--- src/rtl/poly_sub_25_stream.sv ---
// poly_sub_25_stream: streaming (din1 - din2) mod Q on two W-bit lanes per 2W-bit word,
// two-stage valid/ready pipeline with frame tracking. Optional macro POLY_SUB_RANGE_CHK_EN adds range_err.
module poly_sub_25_stream #(
  parameter int unsigned Q       = 33292289,
  parameter int unsigned W       = 25,
  parameter int unsigned N_WORDS = 256
) (
  input  logic           clk,
  input  logic           rst,
  input  logic           in_valid,
  output logic           in_ready,
  input  logic           in_last,
  input  logic [2*W-1:0] din1,
  input  logic [2*W-1:0] din2,
  output logic [2*W-1:0] dout,
  output logic           out_valid,
  input  logic           out_ready,
  output logic           out_last,
  output logic           out_rst,
  output logic           frame_err
`ifdef POLY_SUB_RANGE_CHK_EN
  ,
  output logic           range_err
`endif
);

  localparam int unsigned      CNT_W    = (N_WORDS > 1) ? $clog2(N_WORDS) : 1;
  localparam logic [W-1:0]     Q_W      = W'(Q);
  localparam logic [CNT_W-1:0] CNT_LAST = CNT_W'(N_WORDS - 1);

  // Borrow-extended difference; bit W set means a < b.
  function automatic logic signed [W:0] lane_diff(input logic [W-1:0] a, input logic [W-1:0] b);
    return $signed({1'b0, a}) - $signed({1'b0, b});
  endfunction

  function automatic logic [W-1:0] lane_wrap(input logic signed [W:0] d);
    return d[W] ? (d[W-1:0] + Q_W) : d[W-1:0];
  endfunction

  logic                 adv1, adv2, acc, last_beat;
  logic [CNT_W-1:0]     in_cnt;
  logic                 vld_p1, last_p1;
  logic signed [W:0]    d0_p1, d1_p1;
  logic [W-1:0]         r0_p1, r1_p1;
  logic                 vld_p2, last_p2;
  logic [2*W-1:0]       dout_p2;

  assign adv2      = !vld_p2 | out_ready;
  assign adv1      = !vld_p1 | adv2;
  assign in_ready  = adv1;
  assign acc       = in_valid & adv1;
  assign last_beat = (in_cnt == CNT_LAST);

  assign dout      = dout_p2;
  assign out_valid = vld_p2;
  assign out_last  = last_p2;

`ifdef POLY_SUB_RANGE_CHK_EN
  logic bad0_in, bad1_in, bad0_p1, bad1_p1;
  assign bad0_in = (din1[W-1:0] >= Q_W) | (din2[W-1:0] >= Q_W);
  assign bad1_in = (din1[2*W-1:W] >= Q_W) | (din2[2*W-1:W] >= Q_W);
`endif

  // Stage 0 -> 1: lane differences
  always_ff @(posedge clk) begin
    if (acc) begin
      d0_p1 <= lane_diff(din1[W-1:0], din2[W-1:0]);
      d1_p1 <= lane_diff(din1[2*W-1:W], din2[2*W-1:W]);
`ifdef POLY_SUB_RANGE_CHK_EN
      bad0_p1 <= bad0_in;
      bad1_p1 <= bad1_in;
`endif
    end
  end

  always_comb begin
    r0_p1 = lane_wrap(d0_p1);
    r1_p1 = lane_wrap(d1_p1);
`ifdef POLY_SUB_RANGE_CHK_EN
    if (bad0_p1) r0_p1 = '0;
    if (bad1_p1) r1_p1 = '0;
`endif
  end

  always_ff @(posedge clk or negedge rst) begin
    if (!rst) begin
      in_cnt    <= '0;
      frame_err <= 1'b0;
      vld_p1    <= 1'b0;
      last_p1   <= 1'b0;
      vld_p2    <= 1'b0;
      last_p2   <= 1'b0;
      dout_p2   <= '0;
      out_rst   <= 1'b0;
`ifdef POLY_SUB_RANGE_CHK_EN
      range_err <= 1'b0;
`endif
    end else begin
      if (acc) begin
        in_cnt <= last_beat ? '0 : in_cnt + 1'b1;
        if (in_last != last_beat) frame_err <= 1'b1;
`ifdef POLY_SUB_RANGE_CHK_EN
        if (bad0_in | bad1_in) range_err <= 1'b1;
`endif
      end
      if (adv1) begin
        vld_p1 <= in_valid;
        if (in_valid) last_p1 <= last_beat;
      end
      // Stage 1 -> 2: conditional modulus add
      if (adv2) begin
        vld_p2 <= vld_p1;
        if (vld_p1) begin
          dout_p2 <= {r1_p1, r0_p1};
          last_p2 <= last_p1;
        end
      end
      out_rst <= vld_p2 & out_ready & last_p2;
    end
  end

endmodule
--- config.mk ---
export PLATFORM = sky130hd
export DESIGN_NAME = poly_sub_25_stream
export DESIGN_NICKNAME = d
export VERILOG_FILES = /design/src/rtl/poly_sub_25_stream.sv
export SDC_FILE = /design/constraint.sdc
export NUM_CORES = 1
export LEC_CHECK = 0
export CAP_MARGIN = 20
export CORE_MARGIN = 1.5
export CORE_UTILIZATION = 56
export DETAILED_ROUTE_END_ITERATION = 6
export PLACE_DENSITY = 0.87
export SLEW_MARGIN = 20
export SYNTH_ARGS = -nofsm -noshare
export SYNTH_HDL_FRONTEND = slang
export SYNTH_SLANG_ARGS = --single-unit
--- constraint.sdc ---
create_clock -name clk -period 4.93 [get_ports clk]
set_input_delay 0.493 -clock clk [delete_from_list [all_inputs] [get_ports clk]]
set_output_delay 0.493 -clock clk [all_outputs]
set_load 0.1 [all_outputs]
Yosys cells after proc, flatten, opt, wreduce, memory -nomap -nowiden

Cells that the tools add are included.

Add/subtract/negate cells: 5
Eq/ne operators: 2
Multiplexer cells: 3
Bitwise gates (word level): 5
Reductions and logical operators: 5

Operator list:

| cell                                                           | number |
|---|---|
| 25-bit by 25-bit subtractor with 26-bit output                 | 2 |
| 25-bit adder (second input constant)                           | 2 |
| 25-bit 2-to-1 mux                                              | 2 |
| 8-bit by 1-bit adder with 8-bit output (second input constant) | 1 |
| 8-bit equality test (second input constant)                    | 1 |
| 8-bit 2-to-1 mux                                               | 1 |
| 2-bit AND reduction                                            | 3 |
| 1-bit AND                                                      | 3 |
| 1-bit logical NOT                                              | 2 |
| 1-bit bitwise OR                                               | 2 |
| 1-bit inequality test                                          | 1 |

Flip-flop bits (word level): 116
Input bits: 105
Logic and storage cells: 30

Depth between registers and ports, before layout

Gate-level depths: netlist of run 1.

Depth in word-level cells: 5
Gate-level depth with buffers: 11

Worst setup path after synthesis of run 1

Ideal clock, no wire load.

Kind: register -> register
Start: register vld_p2, in the netlist out_valid
End: register in_cnt[7]
Arrival: 4,275 ps
Path slack: 536 ps
Stages on the path, launching flop included: 7
Cell sequence: dfrtp_1 nand3b_1 nand2_1 inv_1 clkbuf_1 o211ai_1 a21bo_2

Longest elaborated chain between the ends: 4

RTL lines:

| item                     | line | text |
|---|---|---|
| start: declaration       | 45   | `logic vld_p2, last_p2;` |
| start signal: assignment | 112  | `vld_p2 <= vld_p1;` |
| 1-bit logical NOT        | 48   | `assign adv2 = !vld_p2 \| out_ready;` |
| 1-bit bitwise OR         | 48   |  |
| 1-bit bitwise OR         | 49   | `assign adv1 = !vld_p1 \| adv2;` |
| named net in_ready       | 11   | `output logic in_ready,` |
| 1-bit AND                | 51   | `assign acc = in_valid & adv1;` |
| named net acc            | 40   | `logic adv1, adv2, acc, last_beat;` |
| end signal: assignment   | 100  | `in_cnt <= last_beat ? '0 : in_cnt + 1'b1;` |
| end: declaration         | 41   | `logic [CNT_W-1:0] in_cnt;` |

The timed path passes the listed nets, and every way through them passes these cells.
A chain may end at the register's enable or synchronous reset.

Worst setup path after layout of run 1

Start: input din1[0]
End: register d0_p1[20], data pin

Longest elaborated chain between the ends: 1

RTL lines:

| item                                           | line | text |
|---|---|---|
| start: declaration                             | 13   | `input logic [2*W-1:0] din1,` |
| 25-bit by 25-bit subtractor with 26-bit output | 33   | `return $signed({1'b0, a}) - $signed({1'b0, b});` |
| end signal: assignment                         | 67   | `d0_p1 <= lane_diff(din1[W-1:0], din2[W-1:0]);` |
| end: declaration                               | 43   | `logic signed [W:0] d0_p1, d1_p1;` |

Every way passes these cells.

==> results of run 1 <==
[cells in the final DEF (no fill, tap or decap), drive strengths merged, types with 4 or more instances in the layout]
| cell | netlist | layout |
|---|---|---|
| clkdlybuf4s50 | 0 | 158 |
| nand2 | 104 | 104 |
| o21ai | 74 | 74 |
| inv | 67 | 68 |
| dfrtp | 64 | 64 |
| ha | 53 | 53 |
| edfxtp | 52 | 52 |
| a21oi | 50 | 50 |
| xnor2 | 49 | 49 |
| xor2 | 46 | 46 |
| nor2 | 42 | 42 |
| a21o | 24 | 24 |
| nand3 | 23 | 23 |
| clkbuf | 18 | 19 |
| and3 | 15 | 15 |
| nand4 | 15 | 15 |
| nor3 | 14 | 14 |
| a31oi | 10 | 10 |
| nand2b | 10 | 10 |
| nor2b | 8 | 8 |
| a211oi | 5 | 5 |
| o21bai | 5 | 5 |
| clkinvlp | 0 | 5 |
| or3 | 5 | 5 |
| o211ai | 4 | 4 |
| o21a | 4 | 4 |
| o31ai | 4 | 4 |
| and4 | 4 | 4 |
| buf | 10 | 4 |
| a21boi | 4 | 4 |
| clkinv | 0 | 4 |
[worst max-delay path by stage]
stage,from,to,slack [ns],depth (start not counted)
floorplan,out_valid,in_cnt[7],0.54,6
global placement,din2[0],d0_p1[20],1.66,11
detailed placement,din1[0],d0_p1[24],1.54,12
CTS,din1[0],d0_p1[24],1.94,12
global route,din1[0],d0_p1[24],1.72,12
finish,din1[0],d0_p1[20],1.95,12
[sequential cells by signal, indices dropped and copies added (netlist names)]
signal	count
d0_p1	26
d1_p1	26
dout	50
frame_err	1
in_cnt	8
last_p1	1
out_last	1
out_rst	1
out_valid	1
vld_p1	1
[power breakdown]
part           internal [mW]  switching [mW]
combinational          0.473            1.10
clock                  0.805           0.431
sequential              1.21           0.139
total                   2.49            1.67
[cells by family (layout without fill, tap and decap cells)]
logic type	after synthesis	in the layout	synth area share
buf+inv	95	261	0.04859
mux	3	3	0.004118
xor+xnor	95	95	0.1095
simple gates	254	254	0.1604
compound gates	203	203	0.1683
fa+ha+maj	55	55	0.09257
flops	116	116	0.4164
[cell usage after synthesis, types with 3 or more instances]
cell type,n
nand3_1,23
edfxtp_1,52
buf_2,7
ha_1,53
nor2_1,42
a211oi_1,5
nor3_1,13
xor2_1,46
and4_1,4
o21a_1,4
or3_1,4
o21ai_1,7
xnor2_1,49
nand2_1,103
and3_1,15
inv_1,67
clkbuf_1,18
a21o_1,24
nor2b_1,8
and2_1,3
o211ai_1,4
o21bai_1,5
o31ai_1,4
dfrtp_1,64
o21ai_0,67
nand2b_1,10
nand4_1,15
a21oi_1,49
a31oi_1,10
[layout make-up]
class,count,area (um^2),share of cell area
well taps,176,220.2,0.02222
clock inverters,13,157.7,0.01591
inverters,67,251.5,0.02538
flip-flops and latches,116,3163,0.3192
repair buffers,162,1609,0.1624
multi-input cells,610,4066,0.4103
clock buffers,19,442.9,0.04469
[metal layers]
layer	vias to the layer above	wire (um)
li1	3186	-
met1	3007	7690
met2	258	7974
met3	28	1134
met4	0	335
met5	-	0
[metrics by stage]
stage / total power [mW] / worst slack, ns / hold slack, ns
2_1_floorplan: 2.481 / 0.5359 / 0.1974
3_3_place_gp: 2.890 / 1.661 / 0.4387
3_5_place_dp: 2.922 / 1.539 / 0.4584
4_1_cts: 4.164 / 1.938 / 0.2896
5_1_grt: 4.321 / 1.719 / 0.3186
6_report: 4.155 / 1.945 / 0.2443
[worst reg2reg max path, cell delays in order, from the launching register on]
cell      delay (ns)
edfxtp_1        0.46
and3_1          0.24
nand3_1         0.18
nor3_1          0.11
and4_1          0.26
nor4_1          0.39
xnor2_1         0.18
o21ai_0         0.08
==> flow_summary.ini, run 1 <==
[run_status]
status = finished, final reports clean

[die]
die_x_um = 119.5
core_area_mm2 = 0.01324
die_h_um = 119.5
rows = 42
num_io_pins = 160
initial_core_util = 0.5736
dieArea_mm2 = 0.01427

[sta]
fmax_ghz = 0.3350
setup_violations = 0
rsz0062_at_grt = false
worst_pin_slew_ns = 1.037
period_share = 0.6055
tns_ns = 0
relSlewSlack = 0.3064
fin_skew_ns = 0.01354
slew_violations = 0
finalCriticalPeriod_ns = 2.985
hold_viol = 0

[critical_path]
reg2reg_from = d0_p1[3]
max_stage_delay_ns = 0.43
path_max_fanout = 3
crit_path_start_kind = input port
worstPathBufferInverterCount = 3
r2r-end = dout[23]
critPathTopFamily = compound AO/OA/AOI/OAI gates
arrival_ns = 3.13
critPathKind = input port to flip-flop
crit_chain = clkdlybuf4s50_1, inv_1, ha_1, inv_1, fa_1, a211oi_1, o21bai_1, a22oi_1, a21oi_1, a31oi_1, o21ai_0, xor2_1
cp-end-kind = flip-flop
slowest_stage = fa_1
reg2reg_slack_ns = 2.86
crit_path_frequent_cell = inv_1
required_ns = 5.08
reg2reg_depth = 7

[pwr]
p_leak_nw = 4.221
vdd_drop_max_v = 0.0003073
powerDensity_mw_per_mm2 = 419.3

[placed_design]
dpl.hpwl_um = 12910
gp_congestion = 0.8830
placed_cells = 1131
place_area_mm2 = 0.009310
io_buffer_count = 159

[clock_tree]
clock_path_buffers = 2
ctsHoldBuffers = 0
cts_made_buffers = 17
cts_tree = built
ctsHtreeMaxLevel = 4
clkLatencyLatePin_ns = 0.41
clock-sinks = 116
cts_resized = 0
cts_setup_buffers = 0
cts-root-buf = clkbuf_16
path_clk_slew_ns = 0.06

[yosys]
yosysTopAreaCellShare = 0.2108
synth_ff_type = dfrtp_1
ys_seq_area_frac = 0.4164
synth_nets = 981
synthTopCellsByArea = dfrtp_1 21%, edfxtp_1 21%, ha_1 8.7%, xnor2_1 5.6%, xor2_1 5.3%
yosys_warnings = 0
post-synth-top-area-cell = dfrtp_1
synthCells = 821
ys_ff_latch = 116
synth-edff-count = 52
async_flop_share = 0.5517
avgSynthCellArea_um2 = 9.252
syn_area_mm2 = 0.007596
yosysUniqueCellTypes = 64

[layout]
fin_nets = 1134
layout-drive-gt1-share = 0.05066
final_util = 0.7484
fin_area_mm2 = 0.009911
area_delta_synth_final_pct = 30.47
stdcell_count = 1163
diodes = 0
fill_cells = 921

[route]
wl_per_cell_um = 14.73
drc = 0
via_per_inst = 5.571
routed_wl_um = 17140
via_count = 6479
ant_nets = 0
dr.pass1.iters = 7
drtIter0Drc = 448

[global_route]
grt_use_met3 = 0.04071
use_met2 = 0.3933
antenna_found_initial = 0
grt_pass1_vias = 6177
grt_max_degree = 65
use_met1 = 0.3461
grt_pass1_wl_um = 28790
grt.overflow.total = 0
busiest_layer = met2
grt_use_total = 0.2485

[job]
cap_violations = 0

[hold_path]
min_path_type = input port to async pin
(Power assumes the default switching activity.)
==> run 2: changes to the inputs <==
--- a/config.mk
+++ b/config.mk
@@ -7,9 +7,9 @@
 export LEC_CHECK = 0
 export CAP_MARGIN = 20
 export CORE_MARGIN = 1.5
-export CORE_UTILIZATION = 56
+export CORE_UTILIZATION = 52
 export DETAILED_ROUTE_END_ITERATION = 6
-export PLACE_DENSITY = 0.87
+export PLACE_DENSITY = 0.81
 export SLEW_MARGIN = 20
 export SYNTH_ARGS = -nofsm -noshare
 export SYNTH_HDL_FRONTEND = slang
==> constraint.sdc (replaced) <==
create_clock -name clk -period 2.8 [get_ports clk]
set_input_delay 0.28 -clock clk [delete_from_list [all_inputs] [get_ports clk]]
set_output_delay 0.28 -clock clk [all_outputs]
set_load 0.1 [all_outputs]
==> flow_summary.ini, run 2 (synthesized netlist as in run 1, its figures left out) <==
[global_route]
grt_pass1_vias = 6157
grt_use_total = 0.2370
grt_max_degree = 44
antenna_found_initial = 0
grt_pass1_wl_um = 28590
grt.overflow.total = 0

[layout]
stdcell_count = 1198
area_delta_synth_final_pct = 31.77
fin_nets = 1165
layout_common_cells = 103 x clkdlybuf4s50_1, 101 x nand2_1, 88 x buf_4
fin_area_mm2 = 0.01001
diodes = 0
layout_commonest_cell = clkdlybuf4s50_1
largest_reg_flops = 50
layout-drive-gt1-share = 0.1365

[clock_tree]
clock-sinks = 116
cts-root-buf = clkbuf_16
clock_path_buffers = 2
ctsHtreeMaxLevel = 4
path_clk_slew_ns = 0.06
cts_made_buffers = 17
clkLatencyLatePin_ns = 0.41
cts_tree = built

[route]
drtIter0Drc = 393
via_per_inst = 5.346
via_count = 6404
routed_wl_um = 17190
wl_per_cell_um = 14.35
drc = 0
ant_nets = 0
dr.pass1.iters = 6

[placed_design]
dpl.hpwl_um = 13670
place_area_mm2 = 0.009409
placed_cells = 1165
gp_congestion = 0.8833
io_buffer_count = 159

[job]
cap_violations = 0

[sta]
period_share = 0.9238
relSlewSlack = 0.5940
rsz0062_at_grt = false
setup_violations = 0
finalCriticalPeriod_ns = 2.587
hold_viol = 0
fin_skew_ns = 0.006530
slew_violations = 0
fmax_ghz = 0.3866
worst_pin_slew_ns = 0.6090

[critical_path]
crit_chain = clkdlybuf4s50_1, ha_1, inv_1, fa_1, a211oi_1, o21bai_1, a22oi_1, a21oi_1, a31oi_2, o211ai_1, xor2_1
critPathTopFamily = compound AO/OA/AOI/OAI gates
max_stage_delay_ns = 0.46
slowest_stage = clkdlybuf4s50_1
reg2reg_depth = 7
critPathKind = input port to flip-flop
crit_path_start_kind = input port
required_ns = 2.95
cp-end-kind = flip-flop
path_max_fanout = 3
reg2reg_slack_ns = 0.77
worstPathBufferInverterCount = 2
arrival_ns = 2.74
crit_cells = 11

[die]
die_h_um = 123.9
rows = 43
core_area_mm2 = 0.01410
initial_core_util = 0.5389
dieArea_mm2 = 0.01534
num_io_pins = 160
die_x_um = 123.9

[pwr]
vdd_drop_max_v = 0.0003956
p_leak_nw = 4.427
powerDensity_mw_per_mm2 = 721.8

[run_status]
status = finished, final reports clean

[hold_path]
min_path_type = input port to async pin
## run 2: worst reg2reg max path: stages (launching register included)
cell	delay, ns
edfxtp_1	0.42
and4_1	0.26
nand3_1	0.15
nor3_2	0.34
nand3_1	0.15
o31ai_1	0.26
xor2_1	0.20
o21ai_1	0.10
## run 2: layout make-up
| type | instances | area [um^2] |
|---|---|---|
| clock buffer | 17 | 425.4 |
| clock inverter | 15 | 158.9 |
| fill | 1090 | 4086 |
| inverter | 67 | 251.5 |
| multi-input combinational | 610 | 4075 |
| sequential | 116 | 3167 |
| tap | 180 | 225.2 |
| timing repair buffer | 193 | 1707 |
## run 2: path summary, 6_finish.rpt
kind	startpoint	endpoint
setup / recovery	din2[0]	d0_p1[24]
hold / removal	rst	dout[3]
setup reg to reg	d1_p1[3]	dout[49]
hold reg to reg	frame_err	frame_err
max in group asynchronous	rst	dout[47]
min in group clk	frame_err	frame_err
## run 2: through the flow
stage | total power, mW | setup slack (ns) | util | setup TNS [ns] | hold slack (ns)
6_report | 7.225 | 0.2134 | 0.7101 | 0 | 0.4193
5_1_grt | 7.557 | 0.05583 | 0.7101 | 0 | 0.4644
4_1_cts | 7.258 | 0.1641 | 0.7097 | 0 | 0.4300
3_5_place_dp | 5.159 | -0.2500 | 0.6675 | -1.338 | 0.3194
3_3_place_gp | 5.106 | -0.1976 | 0.6675 | -0.6662 | 0.3145
2_1_floorplan | 4.369 | 0.01455 | - | 0 | -0.01559
## run 2: what timing repair did
item,CTS,global route
endpoints found under the hold margin,24,0
hold buffers,1,0
setup endpoints to repair,0,2
gates resized for setup,0,1
setup buffers,0,0
## run 2: layer usage
metal  track usage  share of wire
met1        0.3206           0.47
met2        0.3892           0.47
met5             0              0
met4       0.07543          0.011
met3       0.03984          0.050
## run 2: power by group
| part | leakage (nW) | internal, mW | switching, mW |
|---|---|---|---|
| combinational | 2.87 | 0.823 | 1.93 |
| sequential | 1.29 | 2.13 | 0.241 |
| clock | 0.271 | 1.31 | 0.779 |
| total | 4.43 | 4.27 | 2.95 |
